--- src/rtl/cpu_ctrl_pkg.sv ---
// Shared definitions for the multi-cycle control unit, the ALU control decoder
// and their benches: state encoding, opcodes, ALUOp and PC-source codes.
package cpu_ctrl_pkg;

    typedef enum logic [2:0] {FETCH, DECODE, EXEC, MEM, WB, HALT} state_t;

    localparam logic [3:0] OP_LD  = 4'b0000;
    localparam logic [3:0] OP_ST  = 4'b0001;
    localparam logic [3:0] OP_ADD = 4'b0010;
    localparam logic [3:0] OP_SUB = 4'b0011;
    localparam logic [3:0] OP_INV = 4'b0100;
    localparam logic [3:0] OP_LSL = 4'b0101;
    localparam logic [3:0] OP_LSR = 4'b0110;
    localparam logic [3:0] OP_AND = 4'b0111;
    localparam logic [3:0] OP_OR  = 4'b1000;
    localparam logic [3:0] OP_SLT = 4'b1001;
    localparam logic [3:0] OP_BEQ = 4'b1011;
    localparam logic [3:0] OP_BNE = 4'b1100;
    localparam logic [3:0] OP_JMP = 4'b1101;

    localparam logic [1:0] ALUOP_ADDR = 2'b10;
    localparam logic [1:0] ALUOP_BR   = 2'b01;
    localparam logic [1:0] ALUOP_R    = 2'b00;

    localparam logic [1:0] PC_SEQ    = 2'b00;
    localparam logic [1:0] PC_BRANCH = 2'b01;
    localparam logic [1:0] PC_JUMP   = 2'b10;

    // Datapath strobes decoded from the FSM each cycle.
    typedef struct packed {
        logic       imem_req;
        logic       ir_write;
        logic       pc_write;
        logic [1:0] pc_src;
        logic [1:0] alu_op;
        logic       alu_src;
        logic       reg_dst;
        logic       mem_to_reg;
        logic       reg_write;
        logic       mem_read;
        logic       mem_write;
        logic       instr_done;
    } ctrl_t;

    function automatic logic is_rtype(input logic [3:0] op);
        return (op >= OP_ADD) && (op <= OP_SLT);
    endfunction

    function automatic logic is_legal(input logic [3:0] op);
        return (op <= OP_SLT) || ((op >= OP_BEQ) && (op <= OP_JMP));
    endfunction

endpackage

--- src/rtl/multicycle_ctrl_fsm_if.sv ---
// Control-unit bus: IR/memory/ALU inputs and all datapath strobes and status.
interface multicycle_ctrl_fsm_if #(parameter int CNT_W = 16);
    logic [3:0]       ir_opcode;
    logic             imem_ready;
    logic             dmem_ready;
    logic             alu_zero;
    logic             imem_req;
    logic             ir_write;
    logic             pc_write;
    logic [1:0]       pc_src;
    logic [1:0]       alu_op;
    logic [3:0]       opcode;
    logic             alu_src;
    logic             reg_dst;
    logic             mem_to_reg;
    logic             reg_write;
    logic             mem_read;
    logic             mem_write;
    logic             instr_done;
    logic             halted;
    logic             bus_err;
    logic [CNT_W-1:0] retired;

    modport master (
        input  ir_opcode, imem_ready, dmem_ready, alu_zero,
        output imem_req, ir_write, pc_write, pc_src, alu_op, opcode, alu_src,
               reg_dst, mem_to_reg, reg_write, mem_read, mem_write,
               instr_done, halted, bus_err, retired
    );

    modport slave (
        output ir_opcode, imem_ready, dmem_ready, alu_zero,
        input  imem_req, ir_write, pc_write, pc_src, alu_op, opcode, alu_src,
               reg_dst, mem_to_reg, reg_write, mem_read, mem_write,
               instr_done, halted, bus_err, retired
    );
endinterface

--- src/rtl/ctrl_wait_timer.sv ---
// Counts consecutive not-ready cycles of a memory wait; flags expiry on the
// TIMEOUT-th such cycle. TIMEOUT=0 disables expiry.
module ctrl_wait_timer #(
    parameter int TIMEOUT = 15
) (
    input  logic clk,
    input  logic rst,
    input  logic waiting,
    input  logic ready,
    output logic expired
);
    localparam int W = (TIMEOUT > 1) ? $clog2(TIMEOUT) : 1;
    localparam logic [W-1:0] LAST = W'((TIMEOUT > 0) ? TIMEOUT - 1 : 0);

    logic [W-1:0] cnt;

    always_ff @(posedge clk) begin
        if (rst || !waiting || ready)
            cnt <= '0;
        else if (cnt != LAST)
            cnt <= cnt + 1'b1;
    end

    // A ready in the final cycle wins over expiry.
    assign expired = (TIMEOUT != 0) && waiting && !ready && (cnt == LAST);
endmodule

--- src/rtl/multicycle_ctrl_fsm.sv ---
// Multi-cycle main control unit: FETCH/DECODE/EXEC/MEM/WB sequencing with
// memory handshakes, branch resolution, halt on illegal opcode or bus timeout.
module multicycle_ctrl_fsm
    import cpu_ctrl_pkg::*;
#(
    parameter int CNT_W   = 16,
    parameter int TIMEOUT = 15
) (
    input logic                clk,
    input logic                rst,
    multicycle_ctrl_fsm_if.master bus
);
    state_t           state, state_nxt;
    logic [3:0]       opc_q;
    logic             halted_q, bus_err_q;
    logic [CNT_W-1:0] retired_q;
    ctrl_t            ctl, ctl_out;
    logic             waiting, ready, expired, taken;

    assign waiting = (state == FETCH) || (state == MEM);
    assign ready   = (state == FETCH) ? bus.imem_ready : bus.dmem_ready;
    assign taken   = ((opc_q == OP_BEQ) && bus.alu_zero) || ((opc_q == OP_BNE) && !bus.alu_zero);

    ctrl_wait_timer #(.TIMEOUT(TIMEOUT)) u_timer (
        .clk     (clk),
        .rst     (rst),
        .waiting (waiting),
        .ready   (ready),
        .expired (expired)
    );

    // NOTE: sequential state uses non-blocking assignment so every register samples pre-edge values.
    always_ff @(posedge clk) begin
        if (rst) state <= FETCH;
        else     state <= state_nxt;
    end

    always_comb begin
        // NOTE: default assignment first so no path leaves state_nxt unassigned (no latch).
        state_nxt = state;
        unique case (state)
            FETCH:  if (bus.imem_ready) state_nxt = DECODE;
                    else if (expired)   state_nxt = HALT;
            DECODE: if (!is_legal(opc_q))     state_nxt = HALT;
                    else if (opc_q == OP_JMP) state_nxt = FETCH;
                    else                      state_nxt = EXEC;
            EXEC:   if ((opc_q == OP_LD) || (opc_q == OP_ST)) state_nxt = MEM;
                    else if (is_rtype(opc_q))                 state_nxt = WB;
                    else                                      state_nxt = FETCH;
            MEM:    if (bus.dmem_ready) state_nxt = (opc_q == OP_LD) ? WB : FETCH;
                    else if (expired)   state_nxt = HALT;
            WB:     state_nxt = FETCH;
            HALT:   state_nxt = HALT;
            default: state_nxt = FETCH;
        endcase
    end

    always_comb begin
        ctl = '0;
        unique case (state)
            FETCH: begin
                ctl.imem_req = 1'b1;
                ctl.ir_write = bus.imem_ready;
                ctl.pc_write = bus.imem_ready;
                ctl.pc_src   = PC_SEQ;
            end
            DECODE: if (opc_q == OP_JMP) begin
                ctl.pc_write   = 1'b1;
                ctl.pc_src     = PC_JUMP;
                ctl.instr_done = 1'b1;
            end
            EXEC: begin
                if ((opc_q == OP_LD) || (opc_q == OP_ST)) begin
                    ctl.alu_op  = ALUOP_ADDR;
                    ctl.alu_src = 1'b1;
                end else if (is_rtype(opc_q)) begin
                    ctl.alu_op = ALUOP_R;
                end else begin
                    ctl.alu_op     = ALUOP_BR;
                    ctl.pc_write   = taken;
                    ctl.pc_src     = taken ? PC_BRANCH : PC_SEQ;
                    ctl.instr_done = 1'b1;
                end
            end
            MEM: begin
                ctl.mem_read   = (opc_q == OP_LD);
                ctl.mem_write  = (opc_q == OP_ST);
                ctl.instr_done = (opc_q == OP_ST) && bus.dmem_ready;
            end
            WB: begin
                ctl.reg_write  = 1'b1;
                ctl.instr_done = 1'b1;
                ctl.reg_dst    = (opc_q != OP_LD);
                ctl.mem_to_reg = (opc_q == OP_LD);
            end
            default: ctl = '0;
        endcase
    end

    always_ff @(posedge clk) begin
        if (rst) begin
            opc_q     <= '0;
            halted_q  <= 1'b0;
            bus_err_q <= 1'b0;
            retired_q <= '0;
        end else begin
            if (ctl.ir_write) opc_q <= bus.ir_opcode;
            if (expired || ((state == DECODE) && !is_legal(opc_q))) halted_q <= 1'b1;
            if (expired) bus_err_q <= 1'b1;
            if (ctl.instr_done && (retired_q != '1)) retired_q <= retired_q + 1'b1;
        end
    end

    // Outputs are held at zero for the whole reset cycle, not just after the edge.
    assign ctl_out = rst ? '0 : ctl;

    assign bus.imem_req   = ctl_out.imem_req;
    assign bus.ir_write   = ctl_out.ir_write;
    assign bus.pc_write   = ctl_out.pc_write;
    assign bus.pc_src     = ctl_out.pc_src;
    assign bus.alu_op     = ctl_out.alu_op;
    assign bus.alu_src    = ctl_out.alu_src;
    assign bus.reg_dst    = ctl_out.reg_dst;
    assign bus.mem_to_reg = ctl_out.mem_to_reg;
    assign bus.reg_write  = ctl_out.reg_write;
    assign bus.mem_read   = ctl_out.mem_read;
    assign bus.mem_write  = ctl_out.mem_write;
    assign bus.instr_done = ctl_out.instr_done;
    assign bus.opcode     = rst ? 4'b0 : opc_q;
    assign bus.halted     = !rst && halted_q;
    assign bus.bus_err    = !rst && bus_err_q;
    assign bus.retired    = rst ? '0 : retired_q;
endmodule

--- src/flat_wrapper.sv ---
// flat-port wrapper written by rule: the top's interface ports become plain ports
module multicycle_ctrl_fsm_flat import cpu_ctrl_pkg::*;
#(
    parameter int CNT_W   = 16,
    parameter int TIMEOUT = 15
)
  (clk, rst, bus_ir_opcode, bus_imem_ready, bus_dmem_ready, bus_alu_zero, bus_imem_req, bus_ir_write, bus_pc_write, bus_pc_src, bus_alu_op, bus_opcode, bus_alu_src, bus_reg_dst, bus_mem_to_reg, bus_reg_write, bus_mem_read, bus_mem_write, bus_instr_done, bus_halted, bus_bus_err, bus_retired);
  multicycle_ctrl_fsm_if #(.CNT_W(CNT_W)) bus_i ();
  input logic clk;
  input logic rst;
  input wire logic [$bits(bus_i.ir_opcode)-1:0] bus_ir_opcode;
  input wire logic [$bits(bus_i.imem_ready)-1:0] bus_imem_ready;
  input wire logic [$bits(bus_i.dmem_ready)-1:0] bus_dmem_ready;
  input wire logic [$bits(bus_i.alu_zero)-1:0] bus_alu_zero;
  output wire logic [$bits(bus_i.imem_req)-1:0] bus_imem_req;
  output wire logic [$bits(bus_i.ir_write)-1:0] bus_ir_write;
  output wire logic [$bits(bus_i.pc_write)-1:0] bus_pc_write;
  output wire logic [$bits(bus_i.pc_src)-1:0] bus_pc_src;
  output wire logic [$bits(bus_i.alu_op)-1:0] bus_alu_op;
  output wire logic [$bits(bus_i.opcode)-1:0] bus_opcode;
  output wire logic [$bits(bus_i.alu_src)-1:0] bus_alu_src;
  output wire logic [$bits(bus_i.reg_dst)-1:0] bus_reg_dst;
  output wire logic [$bits(bus_i.mem_to_reg)-1:0] bus_mem_to_reg;
  output wire logic [$bits(bus_i.reg_write)-1:0] bus_reg_write;
  output wire logic [$bits(bus_i.mem_read)-1:0] bus_mem_read;
  output wire logic [$bits(bus_i.mem_write)-1:0] bus_mem_write;
  output wire logic [$bits(bus_i.instr_done)-1:0] bus_instr_done;
  output wire logic [$bits(bus_i.halted)-1:0] bus_halted;
  output wire logic [$bits(bus_i.bus_err)-1:0] bus_bus_err;
  output wire logic [$bits(bus_i.retired)-1:0] bus_retired;
  assign bus_i.ir_opcode = bus_ir_opcode;
  assign bus_i.imem_ready = bus_imem_ready;
  assign bus_i.dmem_ready = bus_dmem_ready;
  assign bus_i.alu_zero = bus_alu_zero;
  assign bus_imem_req = bus_i.imem_req;
  assign bus_ir_write = bus_i.ir_write;
  assign bus_pc_write = bus_i.pc_write;
  assign bus_pc_src = bus_i.pc_src;
  assign bus_alu_op = bus_i.alu_op;
  assign bus_opcode = bus_i.opcode;
  assign bus_alu_src = bus_i.alu_src;
  assign bus_reg_dst = bus_i.reg_dst;
  assign bus_mem_to_reg = bus_i.mem_to_reg;
  assign bus_reg_write = bus_i.reg_write;
  assign bus_mem_read = bus_i.mem_read;
  assign bus_mem_write = bus_i.mem_write;
  assign bus_instr_done = bus_i.instr_done;
  assign bus_halted = bus_i.halted;
  assign bus_bus_err = bus_i.bus_err;
  assign bus_retired = bus_i.retired;
  multicycle_ctrl_fsm #(.CNT_W(CNT_W), .TIMEOUT(TIMEOUT)) u_core (.clk(clk), .rst(rst), .bus(bus_i));
endmodule
--- config.mk ---
export PLATFORM = sky130hd
export DESIGN_NAME = multicycle_ctrl_fsm_flat
export DESIGN_NICKNAME = d
export VERILOG_FILES = /design/src/rtl/cpu_ctrl_pkg.sv /design/src/rtl/multicycle_ctrl_fsm_if.sv /design/src/rtl/ctrl_wait_timer.sv /design/src/rtl/multicycle_ctrl_fsm.sv /design/src/flat_wrapper.sv
export SDC_FILE = /design/constraint.sdc
export NUM_CORES = 1
export LEC_CHECK = 0
export CORE_ASPECT_RATIO = 1.1
export CORE_UTILIZATION = 54
export DETAILED_ROUTE_END_ITERATION = 7
export PLACE_DENSITY_LB_ADDON = 0.2
export SLEW_MARGIN = 25
export SYNTH_ARGS = -nofsm -noshare
export SYNTH_HDL_FRONTEND = slang
export SYNTH_SLANG_ARGS = --single-unit
export TNS_END_PERCENT = 100
--- constraint.sdc ---
create_clock -name clk -period 4.21 [get_ports clk]
set_input_delay 0.6315 -clock clk [delete_from_list [all_inputs] [get_ports clk]]
set_output_delay 0.6315 -clock clk [all_outputs]
set_load 0.05 [all_outputs]
==> run_results.csv, run 1 <==
group,metric,value,unit
yosys,yosys_warnings,0,
layout,fin_util,70.42,%
critical_path,slowest_stage,"clkdlybuf4s50_1",
layout,syn_to_final_growth,24.18,%
layout,drive_above_1_share,14.83,%
die,die_w,58.62,um
pwr,p_seq_share,48.0,%
sta,setup-tns-final,0,ps
detailed_routing,drcViolationCount,0,
layout,final_cell_mix,"clkdlybuf4s50_1 (43), nor2_1 (33), dfxtp_1 (29), nor2b_1 (21), nand2_1 (11)",
die,die_y,64.28,um
place,place_ws,777.0,ps
die,start_util,56.71,%
clock_tree,cts_setup_buffers,0,
yosys,synth_ff_type,"dfxtp_1",
detailed_routing,firstDrtPassIters,4,
detailed_routing,viasPerCell,5.621,
flow_run,maxCapViolCount,0,
pwr,p_sw,0.0002020,W
layout,diodes,0,
yosys,synth_seq_cells,29,
yosys,synth.net_count,240,
detailed_routing,wl_per_cell,13.02,um
min_path,hold_class,"reg -> reg",
yosys,avgSynthCellArea,8.352,um^2
clock_tree,clk_pin_slew,90,ps
clock_tree,cts-resized-gates,0,
detailed_routing,ant_nets,0,
die,ioPinCount,45,
sta,setup_viol,0,
grt,grt-busiest-layer,"met2",
critical_path,cp_slowest_stage_delay,850,ps
place,placed_cell_area,2295,um^2
sta,max_freq,0.2881,GHz
grt,track_usage,23.52,%
clock_tree,clock_path_buffers,2,
pwr,p_per_area,267.6,nW/um^2
sta,slew_headroom,40.87,%
die,core_area,3358,um^2
grt,antenna_found_initial,0,
layout,final_common_cell,"clkdlybuf4s50_1",
layout,final_area,2365,um^2
pwr,swShare,31.92,%
critical_path,required,3580,ps
grt,grt_pass1_vias,1570,
outcome,status,"complete, no violations",
pwr,pwr-share-comb,20.7,%
grt,overflow,0,
sta,tightest_slew,886.9,ps
critical_path,worstSetupStartpointType,"input pin",
yosys,seq_area_frac_synth,30.49,%
sta,grt_setup_unrepaired,"no",
yosys,syn_inst,228,
clock_tree,holdBufCountCts,0,
sta,fin_crit,3471,ps
critical_path,crit_fanout,5,
detailed_routing,routed_wl,4.050,mm
clock_tree,h-tree-depth,2,
detailed_routing,vias,1748,
yosys,synthArstFlopShare,0,%
place,place.gp.congestion,0.9192,
layout,nNetsFinal,274,
grt,use_met2,41.95,%
critical_path,cp-end-kind,"output port",
detailed_routing,drtIter0Drc,68,
pwr,power.leakage,0.8644,nW
sta,setup_ws,739.5,ps
critical_path,crit_path_frequent_cell,"clkdlybuf4s50_1",
clock_tree,cts_buffers,5,
critical_path,arrival,2840,ps
sta,skew,9.552,ps
clock_tree,cts_tree,"built",
place,portBuffers,44,
sta,drv_slew,0,
die,fp-row-count,22,
critical_path,path_cells,"clkdlybuf4s50_1 -> nand2_1 -> nor2_1 -> a21oi_1 -> a221oi_1 -> clkdlybuf4s50_1",
grt,use_met1,26.96,%
clock_tree,clkSinkCount,29,
grt,grt_max_degree,54,
sta,min_period_over_period,82.44,%
sta,finalHoldViolations,0,
critical_path,critPathKind,"in -> out",
clock_tree,clock_latency,340,ps
pwr,clkPwrFrac,31.3,%
pwr,p_int,0.0004308,W
pwr,vdd_drop_max,0.0001804,V
clock_tree,cts_root_buffer,"clkbuf_4",
yosys,synth-edff-count,0,
die,dieArea,3768,um^2
grt,met3_usage,6.073,%
yosys,ys_types,50,
grt,grt_pass1_wl,6.879,mm
yosys,netlist_area,1904,um^2
place,dp_hpwl,2.860,mm
-- sequential cells by signal, indices dropped and copies added, names as in the netlist --
signal	cells
u_core.bus_err_q	1
u_core.halted_q	1
u_core.opc_q	4
u_core.retired_q	16
u_core.state	3
u_core.u_timer.cnt	4
-- critical path: cells and delay by family --
family                 cells  cell delay, ps
AOI/OAI and AO/OA          2             350
buffers and inverters      2            1390
and+or+nand+nor            2             470
-- layout make-up --
cell class / count / area, um^2
multi-input combinational: 177 / 1196
fill: 294 / 993.5
sequential: 29 / 580.6
timing repair buffer: 45 / 442.9
clock buffer: 7 / 65.06
tap: 48 / 60.06
inverter: 4 / 15.01
clock inverter: 1 / 5.005
-- metrics by stage --
step	std cells	total power, W	hold WS [ps]
2_1_floorplan	228	0.0004049	432.1
3_3_place_gp	303	0.0004379	442.7
3_5_place_dp	303	0.0004397	449.5
4_1_cts	311	0.0006363	464.0
5_1_grt	311	0.0006629	501.0
6_report	311	0.0006327	457.0
-- power groups by stage --
stage | Sequential (W) | Combinational [W] | Clock (W)
after floorplan | 0.000295 | 0.000110 | 0
after global placement | 0.000310 | 0.000128 | 0
after detailed placement | 0.000310 | 0.000130 | 0
after CTS | 0.000303 | 0.000131 | 0.000202
after global routing | 0.000306 | 0.000142 | 0.000215
final | 0.000304 | 0.000131 | 0.000198
-- cell families after synthesis --
| group | after synthesis | synth area share [%] |
|---|---|---|
| multiplexers | 17 | 10.97 |
| AND/OR/NAND/NOR | 125 | 38.44 |
| flip-flops | 29 | 30.49 |
| XOR/XNOR | 2 | 0.9200 |
| AO/OA/AOI/OAI | 30 | 10.51 |
| buffers and inverters | 22 | 6.702 |
| adder cells (fa/ha/maj) | 3 | 1.971 |
-- path summary, 6_finish.rpt --
path                         start              endpoint  slack [ps]  depth (start not counted)
hold / removal    u_core.bus_err_q      u_core.bus_err_q         460                          2
setup / recovery    bus_imem_ready          bus_pc_write         740                          6
setup reg to reg   u_core.state[1]  u_core.retired_q[13]        2110                          6
hold reg to reg   u_core.bus_err_q      u_core.bus_err_q         460                          2
-- synth_stat cells (3+ instances only) --
cell	n	share of area (%)
nor2_1	33	6.5
dfxtp_1	29	30
nor2b_1	21	6.9
nand2_1	11	2.2
nand3_1	9	2.4
a21oi_1	8	2.1
and3_1	7	2.3
buf_2	6	1.6
mux2_4	6	4.7
nor3_1	6	1.6
o21ai_0	6	1.6
clkbuf_1	5	0.99
mux2_2	5	3.0
nor4_1	5	1.6
or3_1	5	1.6
a211oi_1	4	1.6
inv_1	4	0.79
mux2i_1	4	2.1
nand2b_1	4	1.3
nor3_2	4	2.1
buf_6	3	1.8
ha_1	3	2.0
nand4_1	3	0.99
nor4b_2	3	2.4
-- layer usage --
metal  part of all wire, %  up-vias
met2                    49       65
li1                      -      871
met3                   6.0        7
met4                   1.4        0
met5                     0        -
met1                    44      805
(Power assumes the default switching activity.)
==> run 2, diff against run 1 <==
--- a/config.mk
+++ b/config.mk
@@ -6,7 +6,7 @@
 export NUM_CORES = 1
 export LEC_CHECK = 0
 export CORE_ASPECT_RATIO = 1.1
-export CORE_UTILIZATION = 54
+export CORE_UTILIZATION = 45
 export DETAILED_ROUTE_END_ITERATION = 7
 export PLACE_DENSITY_LB_ADDON = 0.2
 export SLEW_MARGIN = 25
==> constraint.sdc (replaced) <==
create_clock -name clk -period 3.1 [get_ports clk]
set_input_delay 0.465 -clock clk [delete_from_list [all_inputs] [get_ports clk]]
set_output_delay 0.465 -clock clk [all_outputs]
set_load 0.05 [all_outputs]
==> run 2 against run 1 <==
Worst hold slack gained 9.3 ps. Routed wire length about the same. Combinational power is 40% higher. Global-route usage down 3.5 points. Critical path type is now reg -> out. Setup slack got worse by 400 ps. Count of clock-buffer cells in the layout unchanged. Non-clock buffer count rose by 3.
==> run_results.csv, run 2 (synthesized netlist as in run 1, its figures left out) <==
group,metric,value,unit
grt,grt_pass1_wl,7.044,mm
sta,setup-tns-final,0,ps
sta,tightest_slew,504.5,ps
grt,grt_max_degree,24,
sta,max_freq,0.3629,GHz
clock_tree,clock_latency,280,ps
min_path,hold_depth,2,
clock_tree,holdBufCountCts,0,
critical_path,worstSetupStartpointType,"flop",
critical_path,required,2630,ps
detailed_routing,drcViolationCount,0,
place,place.gp.congestion,0.8818,
pwr,power.leakage,0.9037,nW
critical_path,critical_path.startpoint,"u_core.state[1]",
critical_path,critPathKind,"reg -> out",
sta,grt_setup_unrepaired,"no",
layout,largest_register_ff_count,16,
detailed_routing,vias,1699,
grt,track_usage,20.00,%
detailed_routing,drtIter0Drc,80,
die,start_util,47.33,%
critical_path,reg2reg_depth,6,
clock_tree,cts-resized-gates,0,
layout,largest_register,"u_core.retired_q",
die,dieArea,4496,um^2
sta,fin_crit,2756,ps
pwr,totalPowerFinal,0.0009404,W
sta,min_period_over_period,88.90,%
layout,drive_above_1_share,17.67,%
die,ioPinCount,45,
clock_tree,clock_path_buffers,2,
layout,top_regs,"u_core.retired_q x16, u_core.opc_q x4, u_core.u_timer.cnt x4",
sta,drv_slew,0,
sta,finalHoldViolations,0,
critical_path,crit_fanout,14,
place,dp_hpwl,2.922,mm
clock_tree,cts_tree,"built",
die,die_y,70.23,um
layout,diodes,0,
layout,final_area,2432,um^2
detailed_routing,routed_wl,4.049,mm
detailed_routing,wl_per_cell,12.73,um
place,portBuffers,44,
clock_tree,clkSinkCount,29,
layout,syn_to_final_growth,27.73,%
sta,setup_viol,0,
grt,overflow,0,
die,fp-row-count,24,
die,die_w,64.03,um
detailed_routing,ant_nets,0,
layout,final_common_cell,"clkdlybuf4s50_1",
grt,grt_pass1_vias,1554,
grt,antenna_found_initial,0,
min_path,hp-start,"u_core.bus_err_q",
clock_tree,cts_root_buffer,"clkbuf_8",
critical_path,cp-end-kind,"output port",
clock_tree,cts_setup_buffers,0,
pwr,p_per_area,386.6,nW/um^2
pwr,vdd_drop_max,0.0002204,V
layout,n_fill_cell,391,
critical_path,arrival,2290,ps
detailed_routing,viasPerCell,5.343,
layout,final_cell_mix,"clkdlybuf4s50_1 (39), nor2_1 (33), dfxtp_1 (29), nor2b_1 (21), nand2_1 (11)",
layout,nNetsFinal,277,
min_path,hold_class,"reg -> reg",
sta,slew_headroom,66.26,%
detailed_routing,firstDrtPassIters,4,
place,placed_cell_area,2331,um^2
critical_path,reg2reg_from,"u_core.state[1]",
clock_tree,clk_pin_slew,60,ps
clock_tree,h-tree-depth,2,
die,core_area,4024,um^2
clock_tree,cts_buffers,5,
sta,skew,5.032,ps
outcome,status,"complete, no violations",
flow_run,maxCapViolCount,0,
## run 2: layer usage
| layer | up-vias | GRT usage [%] | share of wire, % |
|---|---|---|---|
| met1 | 774 | 25.60 | 48 |
| li1 | 878 | - | - |
| met3 | 6 | 5.392 | 4.3 |
| met5 | - | 0 | 0 |
| met4 | 0 | 8.333 | 1.5 |
| met2 | 41 | 31.32 | 46 |
## run 2: area by class of cell
type | instances | area (um^2) | area share, %
clock buffer | 7 | 96.34 | 3.961
clock inverter | 1 | 5.005 | 0.2058
inverter | 4 | 15.01 | 0.6173
multi-input combinational | 177 | 1202 | 49.43
sequential | 29 | 580.6 | 23.87
tap | 52 | 65.06 | 2.675
timing repair buffer | 48 | 467.9 | 19.24
## run 2: critical path: stages, from the launching register on
cell and delay [ps]:
dfxtp_1 600, o211ai_1 200, nor4_2 220, and3_1 200, clkdlybuf4s50_1 800
## run 2: final timing paths
| path | endpoint | slack, ps |
|---|---|---|
| min reg2reg | u_core.bus_err_q | 470 |
| min | u_core.bus_err_q | 470 |
| max | bus_pc_src[0] | 340 |
| max reg2reg | u_core.retired_q[7] | 870 |
## run 2: report_power, final
| group | leakage, nW | total [W] | internal (W) | switching, W |
|---|---|---|---|---|
| clock network | 0.0542 | 0.000342 | 0.000200 | 0.000141 |
| logic | 0.615 | 0.000184 | 0.0000756 | 0.000109 |
| registers | 0.235 | 0.000414 | 0.000385 | 0.0000291 |
## run 2: per-stage QoR
step	instances	hold slack [ps]	util (%)	setup WS, ps
floorplan	228	432.1	-	235.7
global placement	310	451.9	57.93	496.5
detailed placement	310	457.6	57.93	491.6
CTS	318	465.9	60.45	338.7
global route	318	509.5	60.45	168.1
finish	318	466.2	60.45	344.0
==> edit 1 (config.mk and constraints of run 1) <==
`CNT_W` is set to 16 in 3 places; all go to 24.
--- a/src/rtl/multicycle_ctrl_fsm_if.sv
+++ b/src/rtl/multicycle_ctrl_fsm_if.sv
@@ -1,5 +1,5 @@
 // Control-unit bus: IR/memory/ALU inputs and all datapath strobes and status.
-interface multicycle_ctrl_fsm_if #(parameter int CNT_W = 16);
+interface multicycle_ctrl_fsm_if #(parameter int CNT_W = 24);
     logic [3:0]       ir_opcode;
     logic             imem_ready;
     logic             dmem_ready;
--- a/src/rtl/multicycle_ctrl_fsm.sv
+++ b/src/rtl/multicycle_ctrl_fsm.sv
@@ -3,7 +3,7 @@
 module multicycle_ctrl_fsm
     import cpu_ctrl_pkg::*;
 #(
-    parameter int CNT_W   = 16,
+    parameter int CNT_W   = 24,
     parameter int TIMEOUT = 15
 ) (
     input logic                clk,
--- a/src/flat_wrapper.sv
+++ b/src/flat_wrapper.sv
@@ -1,7 +1,7 @@
 // flat-port wrapper written by rule: the top's interface ports become plain ports
 module multicycle_ctrl_fsm_flat import cpu_ctrl_pkg::*;
 #(
-    parameter int CNT_W   = 16,
+    parameter int CNT_W   = 24,
     parameter int TIMEOUT = 15
 )
   (clk, rst, bus_ir_opcode, bus_imem_ready, bus_dmem_ready, bus_alu_zero, bus_imem_req, bus_ir_write, bus_pc_write, bus_pc_src, bus_alu_op, bus_opcode, bus_alu_src, bus_reg_dst, bus_mem_to_reg, bus_reg_write, bus_mem_read, bus_mem_write, bus_instr_done, bus_halted, bus_bus_err, bus_retired);
Interface: changed (resized bus_retired); port bits go from 45 to 53. No check against the original RTL was run, so the function may have changed too.
==> edit 1 against run 1 <==
Clock skew down 0.0046 ns; first-iteration DRC count rose to 2.8 times the old value; sequential share of layout area up 0.12 points; fmax up 4.5%; utilization down 0.85 points; sequential cell count up 8; worst setup slack better by 0.15 ns; synthesized area up 28%; wire length up 27%; register-to-register slack worse by 0.41 ns; via count up 29%; total power up 66%; design area up 27%; largest cell class unchanged.
==> edit 1: results (changes against run 1) <==
| Metric | Value |
|---|---|
| FF-to-FF End | u_core.retired_q[17] |
| Dpl hpwl | 3.67 mm (+28%) |
| Vias | 2,260 (+29%) |
| Total Routing Usage GR | 22.9% (-0.59 points) |
| Synth Area in Compound Gates | 8.70% (-1.8 points) |
| Share of cells above drive strength 1 | 10.7% (-4.1 points) |
| Commonest cells in the netlist | nor2_1 (48), dfxtp_1 (37), nor2b_1 (34), nand2_1 (16), a21oi_1 (15) |
| Clock power share | 22.7% (-8.6 points) |
| Crit-path max FO | 14 (+9) |
| Met3 Resource Use GR | 4.72% (-1.4 points) |
| Routing usage on met2 | 41.5% (-0.46 points) |
| Setup crit start | u_core.state[0] |
| Outcome | completed |
| Grt met1 use | 26.7% (-0.25 points) |
| Via/cell ratio | 5.66 (+0.78%) |
| Worst r2r src | u_core.retired_q[1] |
| Largest net degree at the start of global routing | 51 (-5.6%) |
| Clk pwr | 0.239 mW (+21%) |
| Skew final | 0.00493 ns (-0.00462 ns) |
| First-pass GRT wire length | 8.74 mm (+27%) |
| DRT met1 WL | 2.31 mm (+31%) |
| Max VDD drop | 252 µV (+39%) |
| Post-Syn Nets | 317 (+32%) |
| Synth Area per Inst | 7.97 µm² (-4.6%) |
| Seq/Total Area, Yosys | 30.5% (about the same) |
| Adder-Cell Fraction of Synth Area | 1.54% (-0.43 points) |
| Clk_lat worst skew | 0.29 ns (-0.05 ns) |
| Cells after DPL | 391 (+29%) |
| DR WL met2 | 2.55 mm (+28%) |
| Vias in the first global route | 2,037 (+30%) |
| Clk slew on worst S/H paths | 0.07 ns (-0.02 ns) |
| CTS Root Cell | clkbuf_8 |
| Sequential fraction of design power | 42.0% (-6.0 points) |
| RePlAce Congestion | 0.833 (-9.4%) |
| Top cells by area, synth | dfxtp_1 (30%), nor2b_1 (8.7%), nor2_1 (7.4%), mux2_2 (4.2%), mux2_4 (3.7%) |
| IO Port Bufs | 52 (+18%) |
| Static Leak | 1.07 nW (+24%) |
| Slew margin rel. | 46.9% (+6.0 points) |
| Final WL | 5.14 mm (+27%) |
-- edit 1: changes by cell type after synthesis, moves of 4 or more --
| cell | change |
|---|---|
| nor2b_1 | +13 |
| clkbuf_1 | +7 |
| mux2_2 | +4 |
| nor4_1 | +5 |
| mux2_1 | +4 |
| nor2_1 | +15 |
| nor3_1 | +6 |
| and3_1 | -6 |
| nand4_1 | +5 |
| nand2_1 | +5 |
| a21oi_1 | +7 |
| dfxtp_1 | +8 |
| nor4b_1 | +5 |
-- edit 1: final cells by class --
class | instances | area [µm²]
Clock buffer | 6 | 72.6
Clock inverter | 2 | 10.0
Fill cell | 372 | 1310
Inverter | 7 | 26.3
Multi-Input combinational cell | 238 | 1550
Sequential cell | 37 | 741
Tap cell | 54 | 67.6
Timing Repair Buffer | 55 | 538
-- edit 1: logic make-up (layout without fill, tap and decap cells) --
logic type      count (synthesis)  in the layout
simple gates                  174            174
flops                          37             37
compound gates                 35             35
buf+inv                        30             70
mux                            24             24
fa+ha+maj                       3              3
xor+xnor                        2              2
==> edit 2 (settings of run 1) <==
Made on the original files. Re-encode `state_t` (6 states) as one-hot, 6 bits wide.
--- a/src/rtl/cpu_ctrl_pkg.sv
+++ b/src/rtl/cpu_ctrl_pkg.sv
@@ -2,7 +2,7 @@
 // and their benches: state encoding, opcodes, ALUOp and PC-source codes.
 package cpu_ctrl_pkg;
 
-    typedef enum logic [2:0] {FETCH, DECODE, EXEC, MEM, WB, HALT} state_t;
+    typedef enum logic [5:0] {FETCH = 6'b000001, DECODE = 6'b000010, EXEC = 6'b000100, MEM = 6'b001000, WB = 6'b010000, HALT = 6'b100000} state_t;
 
     localparam logic [3:0] OP_LD  = 4'b0000;
     localparam logic [3:0] OP_ST  = 4'b0001;
Behaviour: no difference found for any inputs over 10 cycles, from zero or initial values and one cycle with rst high; not proved beyond that.
==> edit 2 against run 1 <==
First-iteration DRC count rose by 35%; design area rose by 3.5%; combinational power fell by 8%; sequential share of layout area rose by 1.6 points; sequential cell count rose by 3; count of clock-buffer cells in the layout fell by 2; synthesized area rose by 1.2%; worst setup slack got worse by 0.061 ns; sequential power rose by 8.6%; clock power rose by 19%; wire length rose by 5.8%; global-route usage rose by 1.6 points; largest cell class unchanged; total power rose by 8.4%.
==> edit 2: results (changes against run 1) <==
| Metric | Value |
|---|---|
| Outcome | completed |
| Post-synthesis mux area share | 4.67% (-6.3 points) |
| Nets | 292 (+6.6%) |
| Total Routing Usage GR | 25.1% (+1.6 points) |
| Worst r2r src | u_core.state[0] |
| Pre-CTS setup slack | 1.04 ns (+0.262 ns) |
| Cells after Synth | 241 (+5.7%) |
| DRT iter0 DRCs | 92 (+35%) |
| F_max | 283 MHz (-1.7%) |
| Max VDD drop | 195 µV (+8.1%) |
| Adder-Cell Fraction of Synth Area | 1.95% (-0.024 points) |
| Skew final | 0.00381 ns (-0.00574 ns) |
| First-pass GRT wire length | 7.33 mm (+6.5%) |
| Dpl hpwl | 3.03 mm (+5.9%) |
| Flop2flop setup slack | 1.88 ns (-0.23 ns) |
| Commonest cells in the netlist | nor2_1 (35), dfxtp_1 (32), nor2b_1 (21), nand2_1 (16) |
| WHS | 0.461 ns (+0.00382 ns) |
| Static Leak | 0.868 nW (+0.41%) |
| Post-Syn Nets | 253 (+5.4%) |
| Share of cells above drive strength 1 | 9.96% (-4.9 points) |
| Top cells by area, synth | dfxtp_1 (33%), nor2_1 (6.8%), nor2b_1 (6.8%), mux2_2 (3.5%), a21oi_1 (3.4%) |
| Cell variety after synth | 49 (-2.0%) |
| Vias | 1,900 (+8.7%) |
| Cells after DPL | 321 (+5.9%) |
| Slew margin rel. | 42.2% (+1.3 points) |
| Final WL | 4.29 mm (+5.8%) |
| Seq/Total Area, Yosys | 33.2% (+2.7 points) |
| FF-to-FF End | u_core.retired_q[9] |
| Setup crit start | u_core.state[3] |
| Reg2reg path depth | 7 (+1) |
| Worst Hold End | u_core.halted_q |
| Largest stage delay, worst path | 0.85 ns (about the same) |
| Min-delay src | u_core.halted_q |
| RePlAce Congestion | 0.845 (-8.1%) |
| Fillers | 292 (-0.68%) |
| Post-Synth XOR/XNOR Area | 1.36% (+0.44 points) |
| Crit-path max FO | 6 (+1) |
| Via/cell ratio | 5.78 (+2.7%) |
| Top Registers | u_core.retired_q: 16 flops, u_core.state: 6 flops |
| Vias in the first global route | 1,721 (+9.6%) |
edit 2: routing by layer:
metal / part of all wire, % / up-vias / global-route usage [%]
met4: 2.6 / 0 / 12.5
met5: 0 / - / 0
li1: - / 943 / -
met3: 6.0 / 12 / 5.99
met1: 40 / 885 / 29.2
met2: 51 / 60 / 42.2
edit 2: final cells by class:
cell class	count	area [µm²]	area share [%]
well taps	48	60.1	2.45
inverters	7	26.3	1.07
clock inverters	3	42.5	1.74
repair buffers	45	443	18.1
flip-flops and latches	32	641	26.2
clock buffers	5	37.5	1.53
multi-input cells	189	1200	49.0
edit 2: report_power, final:
group / switching, mW / internal, mW / leakage (nW) / total (mW)
clock network: 0.112 / 0.124 / 0.0412 / 0.236
logic: 0.0753 / 0.0447 / 0.568 / 0.120
registers: 0.0187 / 0.311 / 0.259 / 0.330
total: 0.206 / 0.480 / 0.868 / 0.686
edit 2: tightest hold or removal path, cell delays in order (launching register included):
cell	delay, ns
dfxtp_1	0.31
inv_1	0.06
a21oi_1	0.05
